--- src/rtl/wbs_decoder_pkg.sv ---
`default_nettype none
// ============================================================================
// Module      : wbs_decoder_pkg
// Description : Shared types and constants for the Wishbone slave decoder.
// Revision    : 1.0 - initial release
// ============================================================================
package wbs_decoder_pkg;

    // Decoder transaction state
    typedef enum logic [1:0] {
        ST_IDLE   = 2'd0,
        ST_ACTIVE = 2'd1,
        ST_RESP   = 2'd2
    } state_t;

    // Read data handed back to the master on any error response
    localparam logic [31:0] C_ERR_DATA = 32'hDEAD_BEEF;

    // Width of the slave wait counter; covers TIMEOUT up to 65535
    localparam int unsigned C_WDOG_W = 16;

endpackage : wbs_decoder_pkg
`default_nettype wire

--- src/rtl/wbs_decoder_watchdog.sv ---
`default_nettype none
// ============================================================================
// Module      : wbs_watchdog
// Description : Counts cycles spent waiting for a slave acknowledge and flags
//               when the wait has lasted TIMEOUT cycles.
// Revision    : 1.0 - initial release
// ============================================================================
module wbs_watchdog
    import wbs_decoder_pkg::*;
#(
    parameter int unsigned TIMEOUT = 255
) (
    input  logic clk,
    input  logic rst_n,
    input  logic clear,
    input  logic enable,
    output logic expired
);

    // Expiry fires during the TIMEOUT-th enabled cycle, so the count at
    // that point is TIMEOUT-1.
    localparam logic [C_WDOG_W-1:0] C_LIMIT = C_WDOG_W'(TIMEOUT - 1);

    logic [C_WDOG_W-1:0] r_cnt;

    // Wait counter: cleared on a new access, advances every waiting cycle
    always_ff @(posedge clk) begin
        if (!rst_n) begin
            r_cnt <= '0;
        end else if (clear) begin
            r_cnt <= '0;
        end else if (enable) begin
            r_cnt <= r_cnt + C_WDOG_W'(1);
        end
    end

    assign expired = enable && (r_cnt == C_LIMIT);

endmodule : wbs_watchdog
`default_nettype wire

--- src/rtl/wbs_decoder.sv ---
`default_nettype none
// ============================================================================
// Module      : wbs_decoder
// Description : Wishbone management-port address decoder. Routes a single
//               access to one of NSLV slave channels, waits for its ack with
//               a watchdog, and returns ERR_DATA on a decode miss or timeout
//               while latching a sticky error flag and first-error address.
// Revision    : 1.0 - initial release
// ============================================================================
module wbs_decoder
    import wbs_decoder_pkg::*;
#(
    parameter int unsigned          NSLV     = 4,
    parameter logic [NSLV*32-1:0]   BASE     = {32'h3003_0000, 32'h3002_0000,
                                                32'h3001_0000, 32'h3000_0000},
    parameter logic [NSLV*32-1:0]   MASK     = {4{32'hFFFF_0000}},
    parameter int unsigned          TIMEOUT  = 255,
    parameter logic [31:0]          ERR_DATA = C_ERR_DATA
) (
    input  logic                 wb_clk_i,
    input  logic                 wb_rst_ni,
    // Management-side Wishbone
    input  logic                 wbs_cyc_i,
    input  logic                 wbs_stb_i,
    input  logic                 wbs_we_i,
    input  logic [3:0]           wbs_sel_i,
    input  logic [31:0]          wbs_adr_i,
    input  logic [31:0]          wbs_dat_i,
    output logic                 wbs_ack_o,
    output logic [31:0]          wbs_dat_o,
    // Downstream slave channels
    output logic [NSLV-1:0]      sl_stb_o,
    output logic                 sl_cyc_o,
    output logic                 sl_we_o,
    output logic [3:0]           sl_sel_o,
    output logic [31:0]          sl_adr_o,
    output logic [31:0]          sl_dat_o,
    input  logic [NSLV*32-1:0]   sl_dat_i,
    input  logic [NSLV-1:0]      sl_ack_i,
    // Error reporting
    output logic                 err_irq_o,
    output logic [31:0]          err_adr_o,
    input  logic                 err_clr_i
);

    state_t             r_state;
    logic [NSLV-1:0]    r_sel;
    logic [NSLV-1:0]    r_stb;
    logic               r_cyc;
    logic               r_we;
    logic [3:0]         r_sel_b;
    logic [31:0]        r_adr;
    logic [31:0]        r_dat;
    logic               r_ack;
    logic [31:0]        r_rdat;
    logic               r_err_irq;
    logic [31:0]        r_err_adr;

    logic [NSLV-1:0]    w_hit;
    logic [NSLV-1:0]    w_first;
    logic               w_any_hit;
    logic               w_req;
    logic               w_start;
    logic               w_sel_ack;
    logic [31:0]        w_sel_dat;
    logic               w_expired;
    logic               w_err_miss;
    logic               w_err_tout;
    logic               w_err;
    logic [31:0]        w_err_adr;

    // Per-channel address match
    generate
        for (genvar gi = 0; gi < NSLV; gi++) begin : g_hit
            assign w_hit[gi] = ((wbs_adr_i & MASK[gi*32 +: 32]) ==
                                (BASE[gi*32 +: 32] & MASK[gi*32 +: 32]));
        end
    endgenerate

    // Isolate the lowest set bit so overlapping regions favour channel 0
    assign w_first   = w_hit & (~w_hit + NSLV'(1));
    assign w_any_hit = |w_hit;

    assign w_req   = wbs_cyc_i && wbs_stb_i && !r_ack;
    assign w_start = (r_state == ST_IDLE) && w_req && w_any_hit;

    // Only the channel currently being served may complete the access
    assign w_sel_ack = |(sl_ack_i & r_sel);

    // Read-data mux for the served channel
    always_comb begin
        w_sel_dat = '0;
        for (int i = 0; i < NSLV; i++) begin
            w_sel_dat = w_sel_dat | ({32{r_sel[i]}} & sl_dat_i[i*32 +: 32]);
        end
    end

    wbs_watchdog #(
        .TIMEOUT (TIMEOUT)
    ) u_watchdog (
        .clk     (wb_clk_i),
        .rst_n   (wb_rst_ni),
        .clear   (w_start),
        .enable  (r_state == ST_ACTIVE),
        .expired (w_expired)
    );

    // A coincident ack beats expiry, and a dropped cycle is a silent abort
    assign w_err_miss = (r_state == ST_IDLE) && w_req && !w_any_hit;
    assign w_err_tout = (r_state == ST_ACTIVE) && wbs_cyc_i && !w_sel_ack && w_expired;
    assign w_err      = w_err_miss || w_err_tout;
    assign w_err_adr  = w_err_miss ? wbs_adr_i : r_adr;

    // Transaction FSM with registered slave and master-side outputs
    always_ff @(posedge wb_clk_i) begin
        if (!wb_rst_ni) begin
            r_state <= ST_IDLE;
            r_sel   <= '0;
            r_stb   <= '0;
            r_cyc   <= 1'b0;
            r_we    <= 1'b0;
            r_sel_b <= '0;
            r_adr   <= '0;
            r_dat   <= '0;
            r_ack   <= 1'b0;
            r_rdat  <= '0;
        end else begin
            case (r_state)
                ST_IDLE: begin
                    r_ack  <= 1'b0;
                    r_rdat <= '0;
                    if (w_req) begin
                        r_adr   <= wbs_adr_i;
                        r_dat   <= wbs_dat_i;
                        r_sel_b <= wbs_sel_i;
                        r_we    <= wbs_we_i;
                        if (w_any_hit) begin
                            r_sel   <= w_first;
                            r_stb   <= w_first;
                            r_cyc   <= 1'b1;
                            r_state <= ST_ACTIVE;
                        end else begin
                            // Decode miss: no slave sees it, write data is dropped
                            r_sel   <= '0;
                            r_ack   <= 1'b1;
                            r_rdat  <= ERR_DATA;
                            r_state <= ST_RESP;
                        end
                    end
                end
                ST_ACTIVE: begin
                    if (!wbs_cyc_i) begin
                        r_stb   <= '0;
                        r_cyc   <= 1'b0;
                        r_state <= ST_IDLE;
                    end else if (w_sel_ack) begin
                        r_stb   <= '0;
                        r_cyc   <= 1'b0;
                        r_ack   <= 1'b1;
                        r_rdat  <= w_sel_dat;
                        r_state <= ST_RESP;
                    end else if (w_expired) begin
                        r_stb   <= '0;
                        r_cyc   <= 1'b0;
                        r_ack   <= 1'b1;
                        r_rdat  <= ERR_DATA;
                        r_state <= ST_RESP;
                    end
                end
                ST_RESP: begin
                    r_ack   <= 1'b0;
                    r_rdat  <= '0;
                    r_state <= ST_IDLE;
                end
                default: begin
                    r_stb   <= '0;
                    r_cyc   <= 1'b0;
                    r_ack   <= 1'b0;
                    r_rdat  <= '0;
                    r_state <= ST_IDLE;
                end
            endcase
        end
    end

    // Sticky error flag; the address is only loaded by the first error,
    // unless a clear arrives together with the new error
    always_ff @(posedge wb_clk_i) begin
        if (!wb_rst_ni) begin
            r_err_irq <= 1'b0;
            r_err_adr <= '0;
        end else if (w_err) begin
            r_err_irq <= 1'b1;
            if (!r_err_irq || err_clr_i) begin
                r_err_adr <= w_err_adr;
            end
        end else if (err_clr_i) begin
            r_err_irq <= 1'b0;
            r_err_adr <= '0;
        end
    end

    assign wbs_ack_o = r_ack;
    assign wbs_dat_o = r_rdat;
    assign sl_stb_o  = r_stb;
    assign sl_cyc_o  = r_cyc;
    assign sl_we_o   = r_we;
    assign sl_sel_o  = r_sel_b;
    assign sl_adr_o  = r_adr;
    assign sl_dat_o  = r_dat;
    assign err_irq_o = r_err_irq;
    assign err_adr_o = r_err_adr;

endmodule : wbs_decoder
`default_nettype wire
--- config.mk ---
export PLATFORM = sky130hd
export DESIGN_NAME = wbs_decoder
export DESIGN_NICKNAME = d
export VERILOG_FILES = /design/src/rtl/wbs_decoder_pkg.sv /design/src/rtl/wbs_decoder_watchdog.sv /design/src/rtl/wbs_decoder.sv
export SDC_FILE = /design/constraint.sdc
export NUM_CORES = 1
export LEC_CHECK = 0
export ABC_AREA = 1
export BUFFER_PORTS_ARGS = -buffer_cell sky130_fd_sc_hd__clkbuf_2
export CAP_MARGIN = 20
export CORE_MARGIN = 4
export CORE_UTILIZATION = 35
export CTS_CLUSTER_DIAMETER = 80
export DETAILED_ROUTE_END_ITERATION = 8
export PLACE_DENSITY = 0.74
export SLEW_MARGIN = 10
export SYNTH_ARGS = -nofsm -noshare
export SYNTH_HDL_FRONTEND = slang
export SYNTH_HIERARCHICAL = 1
export SYNTH_SLANG_ARGS = --single-unit
export TNS_END_PERCENT = 30
--- constraint.sdc ---
create_clock -name wb_clk_i -period 3.3 [get_ports wb_clk_i]
set_clock_uncertainty 0.05 [all_clocks]
set_input_delay 0.495 -clock wb_clk_i [delete_from_list [all_inputs] [get_ports wb_clk_i]]
set_output_delay 0.495 -clock wb_clk_i [all_outputs]
set_load 0.03 [all_outputs]
Word-level counts from Yosys, hierarchy flattened
Cells that the tools add are included.
{ "word_totals": {"input_bits": 206, "regBits": 162, "wordCells": 102, "out_inout_bits": 140} }
{ "op_classes": {"n_eq_ne": 13, "reduce_logical": 25, "bitwise": 12, "muxes": 37, "add_sub_neg": 2} }
{ "ops": {"columns": ["operator", "n"], "rows": [
  ["two-way mux 32 bit", 9],
  ["bitwise AND 32 bit", 4],
  ["OR 32 bit", 3],
  ["== test 16 x 14 -> 1 bit, second input constant", 4],
  ["case mux 32 bit (2 select lines)", 1],
  ["two-way mux 4 bit", 6],
  ["adder 16 x 1 -> 16 bit, second input constant", 1],
  ["== test 16 x 8 -> 1 bit, second input constant", 1],
  ["two-way mux 1 bit", 12],
  ["case mux 4 bit (3 select lines)", 1],
  ["two-way mux 2 bit", 5],
  ["logical AND 1 bit", 9],
  ["bitwise AND 4 bit", 2],
  ["AND reduction 2 bit", 4],
  ["OR reduction 4 bit", 2],
  ["inequality test 2 bit, second input constant", 3],
  ["adder 4 x 1 -> 4 bit, second input constant", 1],
  ["logical NOT 1 bit", 4],
  ["inequality test 4 bit, second input constant", 1],
  ["inverter 4 bit", 1],
  ["case mux 2 bit (2 select lines)", 1],
  ["AND reduction 4 bit", 1],
  ["inequality test 3 bit, second input constant", 1],
  ["case mux 1 bit (3 select lines)", 1],
  ["other kinds (9)", 11]
]} }

Depth between registers and ports, before layout
Gate-level depths: netlist of run 1.
{ "depth": {"ltp_word": 8, "ltp_mapped": 14, "mapped_depth_nobuf": 12} }

Hierarchy
The synthesis of run 1 kept the hierarchy.
{ "modules_own_cells": {"columns": ["mod", "area_each_um2", "seq_area_each_um2", "instances", "cells_each"], "rows": [
  ["wbs_decoder", 7145.6, 2922.8, 1, 1075],
  ["wbs_watchdog", 899.6, 320.3, 1, 134]
]} }

Worst setup path after synthesis of run 1
OpenSTA, ideal clock, no wires.
{ "synth_timing": {"path_kind": "flip-flop to flip-flop", "start": "register r_state[0]", "end": "register r_err_adr[15], in the netlist err_adr_o[15]", "setup_slack_ps": 997, "setup_ps": 113, "path_stages_with_launch": 14, "t_arrival_ps": 2141, "cell_sequence": "dfxtp_1 -> inv_2 -> nor2_4 -> clkbuf_1 -> nand3b_1 -> nor4_1 -> inv_1 -> nor2_2 -> nand2_1 -> nand3_4 -> nand2_2 -> buf_4 -> nor2_1 -> nor2_1"} }
{ "synth_between": {"word_cells_on_any_way": 15} }
{ "synth_lines": {"columns": ["element", "line", "rtl"], "rows": [
  ["from (decl)", "wbs_decoder.sv:46", "state_t r_state;"],
  ["from (signal assigned)", "wbs_decoder.sv:117", "r_state <= ST_IDLE;"],
  ["from (signal assigned)", "wbs_decoder.sv:141", "r_state <= ST_ACTIVE;"],
  ["from (signal assigned)", "wbs_decoder.sv:147", "r_state <= ST_RESP;"],
  ["== test 2 x 1 -> 1 bit *", "wbs_decoder.sv:104", ".enable (r_state == ST_ACTIVE),"],
  ["logical AND 1 bit *", "wbs_decoder_watchdog.sv:37", "assign expired = enable && (r_cnt == C_LIMIT);"],
  ["via w_expired", "wbs_decoder.sv:66", "logic w_expired;"],
  ["logical AND 1 bit *", "wbs_decoder.sv:110", "assign w_err_tout = (r_state == ST_ACTIVE) && wbs_cyc_i && !w_sel_ack && w_expired;"],
  ["logical OR 1 bit *", "wbs_decoder.sv:111", "assign w_err = w_err_miss || w_err_tout;"],
  ["inequality test 2 x 1 -> 1 bit (no line) or nonzero test 2 bit (tied branches)", null, null],
  ["AND reduction 2 bit (no line)", null, null],
  ["to (signal assigned)", "wbs_decoder.sv:195", "r_err_adr <= w_err_adr;"],
  ["to (decl)", "wbs_decoder.sv:57", "logic [31:0] r_err_adr;"]
]} }
Mark *: on every way through the listed nets, which the timed path passes. The rest lies on a longest branch. The select of a mux whose other input is x is not followed.
A chain may end at the register's enable or synchronous reset.

Worst setup path after layout of run 1
{ "layout_timing": {"start": "register u_watchdog.r_cnt[5]", "end": "register r_err_adr[27], in the netlist err_adr_o[27]"} }
{ "layout_between": {"elab_chain_cells": 6, "word_cells_on_any_way": 8} }
{ "layout_rtl": {"columns": ["element", "line", "rtl"], "rows": [
  ["from (decl)", "wbs_decoder_watchdog.sv:24", "logic [C_WDOG_W-1:0] r_cnt;"],
  ["from (signal assigned)", "wbs_decoder_watchdog.sv:33", "r_cnt <= r_cnt + C_WDOG_W'(1);"],
  ["== test 16 x 8 -> 1 bit *", "wbs_decoder_watchdog.sv:37", null],
  ["logical AND 1 bit *", "wbs_decoder_watchdog.sv:37", null],
  ["via w_expired", "wbs_decoder.sv:66", null],
  ["logical AND 1 bit *", "wbs_decoder.sv:110", null],
  ["logical OR 1 bit *", "wbs_decoder.sv:111", null],
  ["inequality test 2 x 1 -> 1 bit (no line) or nonzero test 2 bit (tied branches)", null, null],
  ["AND reduction 2 bit (no line)", null, null]
]} }
Mark *: on every way through the listed nets, which the timed path passes. The rest lies on a longest branch.

==> flow_summary.ini, run 1 <==
[sta]
worst_slack_ns = 0.523
slew_headroom_pct = 37.0
finalSetupViolCount = 0
worst_slew_pin_slew_ns = 0.944
fin_crit_sh_pct = 84.1
min_period_ns = 2.78
hold_violations = 0
finalMaxSlewViolations = 0
setup_tns_ns = 0
rsz0062_at_grt = no
fmax_mhz = 360

[synth]
seq_area_frac_synth_pct = 40.3
ys_warn_count = 6
synth_cell_types = 33
synth_cells = 1209
synth.avg_cell_area_um2 = 6.65
synth_fp_nets = 1417
ys_seq_elements = 162
synth_area_mm2 = 0.00805

[final_layout]
fin_nets = 1718
layout_common_cells = 344 x clkbuf_2, 297 x nand2_1, 214 x nor2_1, 162 x dfxtp_1, 98 x o21ai_0
fill_cells = 2326
layout_commonest_cell = clkbuf_2
areaGrowthSynthToFinish_pct = 29.9
drive_gt1_share_pct = 27.6
num_antenna_cells = 0

[power]
p_clk_share_pct = 39.2
power_frac_comb_pct = 18.4
p_seq_share_pct = 42.4
finalPower_uw = 5020
vdd_ir_drop_max_mv = 0.302
power_density_mw_per_mm2 = 480
power.internal_uw = 3550
swShare_pct = 29.3
p_leak_uw = 0.00513
p_sw_uw = 1470

[die]
core_area_mm2 = 0.0226
die_w_um = 160
rows = 55
die_area_mm2 = 0.0255
start_util_pct = 35.5
die_height_um = 160
ios = 346

[place]
place_congestion = 1.05
place_ws_ns = 0.413
port_buffers = 345
dpl.hpwl_um = 20900

[global_routing]
grt_usage_pct = 21.1
grt_max_degree = 97
antenna_found_initial = 0
grt_pass1_vias = 8138
grt_remaining_overflow = 0
grt_pass1_wl_um = 44100

[clock_network]
cts_buffer_depth = 2
cts_tree = yes
root_buffer = clkbuf_16
clk_pin_slew_ns = 0.07
htree_levels = 4
cts_buffers = 17
postCtsHoldBufs = 0
clock_sinks = 162
insertion_delay_ns = 0.41

[drt]
vias_per_cell = 4.98
ant_nets = 0
route.detailed.drc = 0
via_count = 8999
wl_per_cell_um = 15.7
drt_iter0_markers = 701
drt-pass1-iter-count = 5
routed_wl_um = 28400

[setup_path]
crit_arrival_ns = 3.08
cp-start-kind = flop
criticalPathCategory = flop to flop
crit_path_max_fanout = 33
critPathRequiredTime_ns = 3.60
r2r-start = u_watchdog/r_cnt[5]
timing.critical_path.from = u_watchdog/r_cnt[5]
ff2ff_path_depth = 12
crit_path_end_kind = flop

[min_path]
worstHoldPathType = input pin to flop
hold_depth = 3
min_from = wbs_dat_i[29]

[run_status]
outcome = finished, final reports clean

[job]
maxCapViolCount = 0
power groups by stage:
stage               registers, µW  clock network [µW]  logic, µW
floorplan                    2360                   0        390
global placement             2170                   0        915
detailed placement           2170                   0        925
CTS                          2130                2020        927
global route                 2140                2110       1010
finish                       2130                1970        926
per-layer routing:
metal / track usage (%) / wire, µm / share of wire [%]
met1: 27.5 / 12500 / 44
met5: 0 / 0 / 0
met4: 6.35 / 672 / 2.4
met2: 35.4 / 13700 / 48
met3: 4.26 / 1550 / 5.5
metrics by stage:
stage / util (%) / hold WS, ns / cells / area, µm²
6_report: 46.2 / 0.270 / 1806 / 10500
5_1_grt: 46.2 / 0.255 / 1806 / 10500
4_1_cts: 46.2 / 0.251 / 1806 / 10400
3_5_place_dp: 43.6 / 0.407 / 1776 / 9880
3_3_place_gp: 43.6 / 0.398 / 1776 / 9880
2_1_floorplan: - / 0.415 / 1209 / 8050
synthesized netlist by cell type:
master | count | share of area, %
a22o_1 | 33 | 3.6
buf_4 | 5 | 0.47
o21ai_1 | 2 | 0.12
nand2_1 | 297 | 14
nor2_2 | 7 | 0.54
and3_1 | 1 | 0.078
nand3_2 | 3 | 0.37
nor2_1 | 215 | 10
nand4_1 | 16 | 1.2
buf_2 | 30 | 1.9
nand3b_1 | 22 | 2.1
o21ai_0 | 98 | 6.1
nor2_4 | 5 | 0.70
nor3_1 | 11 | 0.68
buf_1 | 3 | 0.14
a21oi_4 | 1 | 0.20
nor3b_1 | 1 | 0.093
nor3_2 | 1 | 0.12
clkinv_2 | 1 | 0.062
buf_6 | 3 | 0.42
nand4_2 | 1 | 0.16
nand2_2 | 4 | 0.31
ha_1 | 2 | 0.31
xnor2_1 | 1 | 0.11
xor2_1 | 1 | 0.11
nand3_1 | 60 | 3.7
inv_2 | 5 | 0.23
inv_1 | 85 | 4.0
clkbuf_1 | 38 | 1.8
dfxtp_1 | 162 | 40
nand3_4 | 2 | 0.44
nor4_1 | 1 | 0.078
a21oi_1 | 92 | 5.7
path summary, 6_finish.rpt:
check                                endpoint  slack, ns
worst max-delay path            err_adr_o[27]       0.52
worst min-delay path             sl_dat_o[29]       0.27
worst max register to register  err_adr_o[27]       0.52
worst min register to register       sl_cyc_o       0.41
registers in the layout, indices dropped and copies added (netlist names):
signal / count
err_adr_o: 32
sl_adr_o: 32
sl_dat_o: 32
wbs_dat_o: 32
u_watchdog/r_cnt: 16
r_sel: 4
sl_sel_o: 4
sl_stb_o: 4
r_state: 2
err_irq_o: 1
sl_cyc_o: 1
sl_we_o: 1
wbs_ack_o: 1
cell families after synthesis:
family,synth area share [%]
simple gates,34.5
flops,40.3
buf+inv,8.93
xor+xnor,0.218
compound gates,15.7
fa+ha+maj,0.311
worst max-delay path: stages, from the launching register on:
cell	delay, ns
dfxtp_1	0.37
nand2_1	0.11
inv_1	0.07
nand2_1	0.12
nor4_1	0.33
inv_1	0.13
nor2_2	0.14
nand2_1	0.33
nand3_4	0.47
nand2_4	0.29
nand2_1	0.12
nand2_1	0.06
nor2_1	0.12
cell type report:
cell class,count,area (µm²),area share (%)
Clock inverter,11,140,1.34
Tap cell,285,357,3.41
Clock buffer,19,433,4.14
Multi-Input combinational cell,877,4090,39.1
Timing Repair Buffer,361,1850,17.7
Inverter,91,343,3.28
Sequential cell,162,3240,31.0
timing repair:
action / in CTS / in global routing
resized for setup: 0 / 1
setup endpoints to repair: 0 / 14
buffers inserted: 0 / 0
Power figures use the tool's default switching activity.
==> run 2, diff against run 1 <==
--- a/config.mk
+++ b/config.mk
@@ -5,14 +5,14 @@
 export SDC_FILE = /design/constraint.sdc
 export NUM_CORES = 1
 export LEC_CHECK = 0
-export ABC_AREA = 1
+export ABC_AREA = 0
 export BUFFER_PORTS_ARGS = -buffer_cell sky130_fd_sc_hd__clkbuf_2
 export CAP_MARGIN = 20
 export CORE_MARGIN = 4
 export CORE_UTILIZATION = 35
 export CTS_CLUSTER_DIAMETER = 80
 export DETAILED_ROUTE_END_ITERATION = 8
-export PLACE_DENSITY = 0.74
+export PLACE_DENSITY = 0.76
 export SLEW_MARGIN = 10
 export SYNTH_ARGS = -nofsm -noshare
 export SYNTH_HDL_FRONTEND = slang
==> constraint.sdc (replaced) <==
create_clock -name wb_clk_i -period 2.65 [get_ports wb_clk_i]
set_clock_uncertainty 0.05 [all_clocks]
set_input_delay 0.3975 -clock wb_clk_i [delete_from_list [all_inputs] [get_ports wb_clk_i]]
set_output_delay 0.3975 -clock wb_clk_i [all_outputs]
set_load 0.03 [all_outputs]
==> flow_summary.ini, run 2 <==
[synth]
yosysTopAreaCellShare_pct = 46.3
synth_area_mm2 = 0.00700
synth_adder_area_share_pct = 0.358
seq_area_frac_synth_pct = 46.3
synth_top_family_by_area = compound AO/OA/AOI/OAI gates
synth_xor_area_share_pct = 1.38
yosysTopAreaCell = dfxtp_1
ys.flop_type = dfxtp_1
synth_compound_area_share_pct = 26.4
synthTopCellsByCount = 211 x nand2_1, 162 x dfxtp_1, 96 x a21oi_1
synth_cells = 864
synth_cell_types = 55
synth.avg_cell_area_um2 = 8.10
netlist_top_cells_area = dfxtp_1 46%, nand2_1 11%, a22oi_1 7.7%
synth_mux_area_share_pct = 0
ys_seq_elements = 162
yosys.area_share.simple_pct = 20.1
yosysMostFrequentCell = nand2_1
synth_fp_nets = 1072
synth_edf_count = 0
ys_warn_count = 6
async_flop_share_pct = 0

[final_layout]
layout_common_cells = 345 x clkbuf_2, 211 x nand2_1, 162 x dfxtp_1, 96 x a21oi_1, 72 x a22oi_1
fill_cells = 1921
stdcell_area_mm2 = 0.00954
final_cells = 1456
areaGrowthSynthToFinish_pct = 36.3
drive_gt1_share_pct = 35.8
fin_nets = 1388
layout_commonest_cell = clkbuf_2

[power]
p_clk_share_pct = 41.3
power.internal_uw = 4200
p_seq_share_pct = 45.5
power_frac_comb_pct = 13.2
swShare_pct = 26.5
p_leak_uw = 0.00436
vdd_ir_drop_max_mv = 0.422
power_density_mw_per_mm2 = 599
p_sw_uw = 1510

[sta]
rsz0062_at_grt = no
fin_crit_sh_pct = 94.1
hold-worst-slack_ns = 0.144
worst_slew_pin_slew_ns = 0.662
finalMaxSlewViolations = 0
hold_violations = 0
min_period_ns = 2.49
slew_headroom_pct = 55.7
setup_tns_ns = 0
fmax_mhz = 401
finalSetupViolCount = 0

[clock_network]
cts_buffers = 17
htree_levels = 4
cts_tree = yes
postCtsHoldBufs = 0
clk_pin_slew_ns = 0.06
root_buffer = clkbuf_16
cts_buffer_depth = 2
insertion_delay_ns = 0.42
clock_sinks = 162

[place]
port_buffers = 345
placed_area_mm2 = 0.00894
place_congestion = 0.846
dpl.hpwl_um = 17800
dp.cells = 1426

[setup_path]
worstReg2RegEnd = err_adr_o[19]
criticalPathCategory = flop to flop
ff2ff_path_depth = 7
path_cells = or4_1 > nor4_4 > nand4b_1 > o41a_1 > o21a_4 > a221oi_1 > nor2_1
rrSetupSlack_ns = 0.16
r2r-start = u_watchdog/r_cnt[15]
critPathRequiredTime_ns = 2.90
crit_path_end_kind = flop
critPathBufInv = 0
crit_path_max_fanout = 14
crit_family = simple AND/OR/NAND/NOR gates
crit_arrival_ns = 2.75
cp.depth = 7
slowest_delay_ns = 0.58
cp-start-kind = flop
cpMaxStageDelayCell = or4_1

[global_routing]
grt_remaining_overflow = 0
grt_pass1_wl_um = 36400
antenna_found_initial = 1
grt_usage_pct = 20.4
grt_pass1_vias = 7150
grt_max_degree = 84

[drt]
vias_per_cell = 5.09
routed_wl_um = 23800
drt_iter0_markers = 341
route.detailed.drc = 0
ant_nets = 0
wl_per_cell_um = 16.3
drt-pass1-iter-count = 5
via_count = 7406

[die]
start_util_pct = 35.7
die_area_mm2 = 0.0223
rows = 51
die_height_um = 149
die_w_um = 149
core_area_mm2 = 0.0196
ios = 346

[job]
maxCapViolCount = 0

[min_path]
min_from = wbs_sel_i[2]
min_to = sl_sel_o[2]
worstHoldPathType = input pin to flop
hold_depth = 3

[run_status]
outcome = finished, final reports clean
## run 2: changes by cell type after synthesis, moves of 20 or more
cell	before	now
o21ai_0	98	27
nand3b_1	22	2
inv_1	85	9
nor2_1	215	66
a22oi_1	0	72
a22o_1	33	1
nand3_1	60	6
nand2_1	297	211
o21ai_1	2	33
## run 2: cell type report
cell class / instances / area, µm² / share of cell area, %
clock inverter: 9 / 111 / 1.17
clock buffer: 20 / 447 / 4.68
timing repair buffer: 369 / 1940 / 20.4
tap: 265 / 332 / 3.48
multi-input combinational: 621 / 3420 / 35.9
sequential: 162 / 3240 / 34.0
inverter: 9 / 33.8 / 0.354
antenna: 1 / 2.50 / 0.0262
## run 2: worst max path at each step
stage                         start            end
2_1_floorplan            r_state[1]  err_adr_o[21]
4_1_cts        u_watchdog/r_cnt[15]  err_adr_o[19]
3_5_place_dp   u_watchdog/r_cnt[15]  err_adr_o[19]
6_report       u_watchdog/r_cnt[15]  err_adr_o[19]
3_3_place_gp   u_watchdog/r_cnt[15]  err_adr_o[16]
5_1_grt        u_watchdog/r_cnt[12]  err_adr_o[16]
## run 2: layer usage
layer,track usage (%),part of all wire [%],vias to the layer above
li1,-,-,3657
met1,23.5,39,3422
met2,35.0,49,295
met3,6.38,8.6,32
met4,8.56,3.0,0
met5,0,0,-
## run 2: metrics by stage
stage / utilization, % / setup WS (ns) / total power [µW]
after global routing: 48.7 / 0.00609 / 5960
final: 48.7 / 0.157 / 5710
after detailed placement: 45.7 / 0.0210 / 3410
after global placement: 45.7 / 0.0781 / 3390
after CTS: 48.5 / 0.0123 / 5790
after floorplan: - / 0.145 / 3070
## run 2: power by group through the flow
stage / sequential (µW) / clock [µW] / combinational [µW]
6_report: 2600 / 2360 / 754
5_1_grt: 2610 / 2540 / 816
4_1_cts: 2600 / 2440 / 758
3_5_place_dp: 2650 / 0 / 756
3_3_place_gp: 2650 / 0 / 747
2_1_floorplan: 2840 / 0 / 231
## run 2: tightest hold or removal path: stages
cell,delay (ns)
clkbuf_2,0.08
nand2_1,0.04
a21oi_1,0.05
## run 2: cell families (layout without fill, tap and decap cells)
family,Yosys count,in the layout
buf+inv,81,407
compound gates,280,280
xor+xnor,11,11
fa+ha+maj,2,2
simple gates,328,328
flops,162,162
other cells,0,1
## run 2: timing repair
item	in CTS	in global routing
gates resized for setup	0	4
setup endpoints to repair	0	37
buffers inserted	0	0
==> run 3, diff against run 2 <==
--- a/config.mk
+++ b/config.mk
@@ -10,6 +10,7 @@
 export CAP_MARGIN = 20
 export CORE_MARGIN = 4
 export CORE_UTILIZATION = 35
+export CTS_BUF_LIST = sky130_fd_sc_hd__clkbuf_8
 export CTS_CLUSTER_DIAMETER = 80
 export DETAILED_ROUTE_END_ITERATION = 8
 export PLACE_DENSITY = 0.76
==> flow_summary.ini, run 3 (synthesis gave the netlist of run 2 again) <==
[sta]
slew_headroom_pct = 56.3
rsz0062_at_grt = no
min_period_ns = 2.48
worst_slew_pin_slew_ns = 0.653
fin_crit_sh_pct = 93.6
finalMaxSlewViolations = 0
hold_violations = 0
finalSetupViolCount = 0
fmax_mhz = 403
setup_tns_ns = 0

[power]
power.internal_uw = 3640
p_leak_uw = 0.00428
p_sw_uw = 1440
power_frac_comb_pct = 14.8
p_clk_share_pct = 34.0
vdd_ir_drop_max_mv = 0.280
power_density_mw_per_mm2 = 543
p_seq_share_pct = 51.1
swShare_pct = 28.3

[job]
maxCapViolCount = 0

[global_routing]
grt_pass1_wl_um = 36300
antenna_found_initial = 1
grt_pass1_vias = 7160
grt_remaining_overflow = 0
grt_usage_pct = 20.4
grt_max_degree = 84

[clock_network]
cts_buffers = 17
cts_buffer_depth = 2
root_buffer = clkbuf_8
clock_sinks = 162
htree_levels = 4
clk_pin_slew_ns = 0.09
insertion_delay_ns = 0.44
cts_setup_buffers = 0
cts_tree = yes

[drt]
drt-pass1-iter-count = 5
ant_nets = 0
vias_per_cell = 5.09
drt_iter0_markers = 335
routed_wl_um = 23700
via_count = 7409
route.detailed.drc = 0
wl_per_cell_um = 16.3

[place]
dp.cells = 1426
port_buffers = 345
place_congestion = 0.846
placed_area_mm2 = 0.00894
dpl.hpwl_um = 17800

[die]
ios = 346
rows = 51
die_area_mm2 = 0.0223
die_w_um = 149
die_height_um = 149
core_area_mm2 = 0.0196
start_util_pct = 35.7

[setup_path]
crit_arrival_ns = 2.76
crit_path_end_kind = flop
crit_path_max_fanout = 14
criticalPathCategory = flop to flop
critPathRequiredTime_ns = 2.93
cp-start-kind = flop

[final_layout]
drive_gt1_share_pct = 35.8
final_cells = 1456
areaGrowthSynthToFinish_pct = 33.5
fill_cells = 1944
fin_nets = 1388
layout_common_cells = 345 x clkbuf_2, 211 x nand2_1, 162 x dfxtp_1, 96 x a21oi_1, 72 x a22oi_1
stdcell_area_mm2 = 0.00935
layout_commonest_cell = clkbuf_2

[run_status]
outcome = finished, final reports clean

[min_path]
worstHoldPathType = input pin to flop
[run 3: cell count changes in the layout (fill, tap and decap cells not counted), sizes merged]
cell	delta
clkbuf	-2
inv	+2
[run 3: through the flow]
step / total power, µW / util (%) / hold slack, ns / worst slack (ns)
3_3_place_gp: 3390 / 45.7 / 0.383 / 0.0781
2_1_floorplan: 3070 / - / 0.400 / 0.145
6_report: 5080 / 47.7 / 0.117 / 0.169
5_1_grt: 5330 / 47.7 / 0.0754 / 0.00251
4_1_cts: 5150 / 47.5 / 0.0758 / 0.0116
3_5_place_dp: 3410 / 45.7 / 0.388 / 0.0210
[run 3: power groups by stage]
stage          clock network, µW  logic (µW)  registers [µW]
2_1_floorplan                  0         231            2840
3_3_place_gp                   0         747            2650
3_5_place_dp                   0         756            2650
4_1_cts                     1800         758            2600
5_1_grt                     1910         816            2610
6_report                    1730         754            2600
[run 3: metal layers]
layer / GRT usage, % / part of all wire, % / up-vias
li1: - / - / 3662
met1: 23.4 / 39 / 3379
met2: 35.0 / 49 / 325
met3: 6.65 / 8.8 / 43
met4: 8.10 / 3.1 / 0
met5: 0 / 0 / -
[run 3: worst paths after layout]
kind	slack [ns]	cells past startpoint	start	to
hold / removal	0.12	3	wbs_dat_i[25]	sl_dat_o[25]
hold reg to reg	0.40	2	wbs_dat_o[13]	wbs_dat_o[13]
setup / recovery	0.17	7	u_watchdog/r_cnt[15]	err_adr_o[19]
setup reg to reg	0.17	7	u_watchdog/r_cnt[15]	err_adr_o[19]
[run 3: repair_timing]
action,CTS,global route
gates resized for setup,0,4
hold endpoints to repair,0,0
setup endpoints to repair,0,36
hold buffers,0,0
[run 3: layout make-up]
type / count / area [µm²] / area share, %
Multi-Input combinational cell: 621 / 3420 / 36.6
Sequential cell: 162 / 3240 / 34.7
Timing Repair Buffer: 369 / 1940 / 20.8
Tap cell: 265 / 332 / 3.55
Clock buffer: 18 / 248 / 2.65
Clock inverter: 11 / 119 / 1.27
Inverter: 9 / 33.8 / 0.361
Antenna cell: 1 / 2.50 / 0.0268
[run 3: worst max-delay path, cell delays in order (launching register included)]
cell and delay (ns):
dfxtp_1 0.32, or4_1 0.58, nor4_4 0.21, nand4b_1 0.22, o41a_1 0.43, o21a_4 0.22
a221oi_1 0.26, nor2_1 0.08
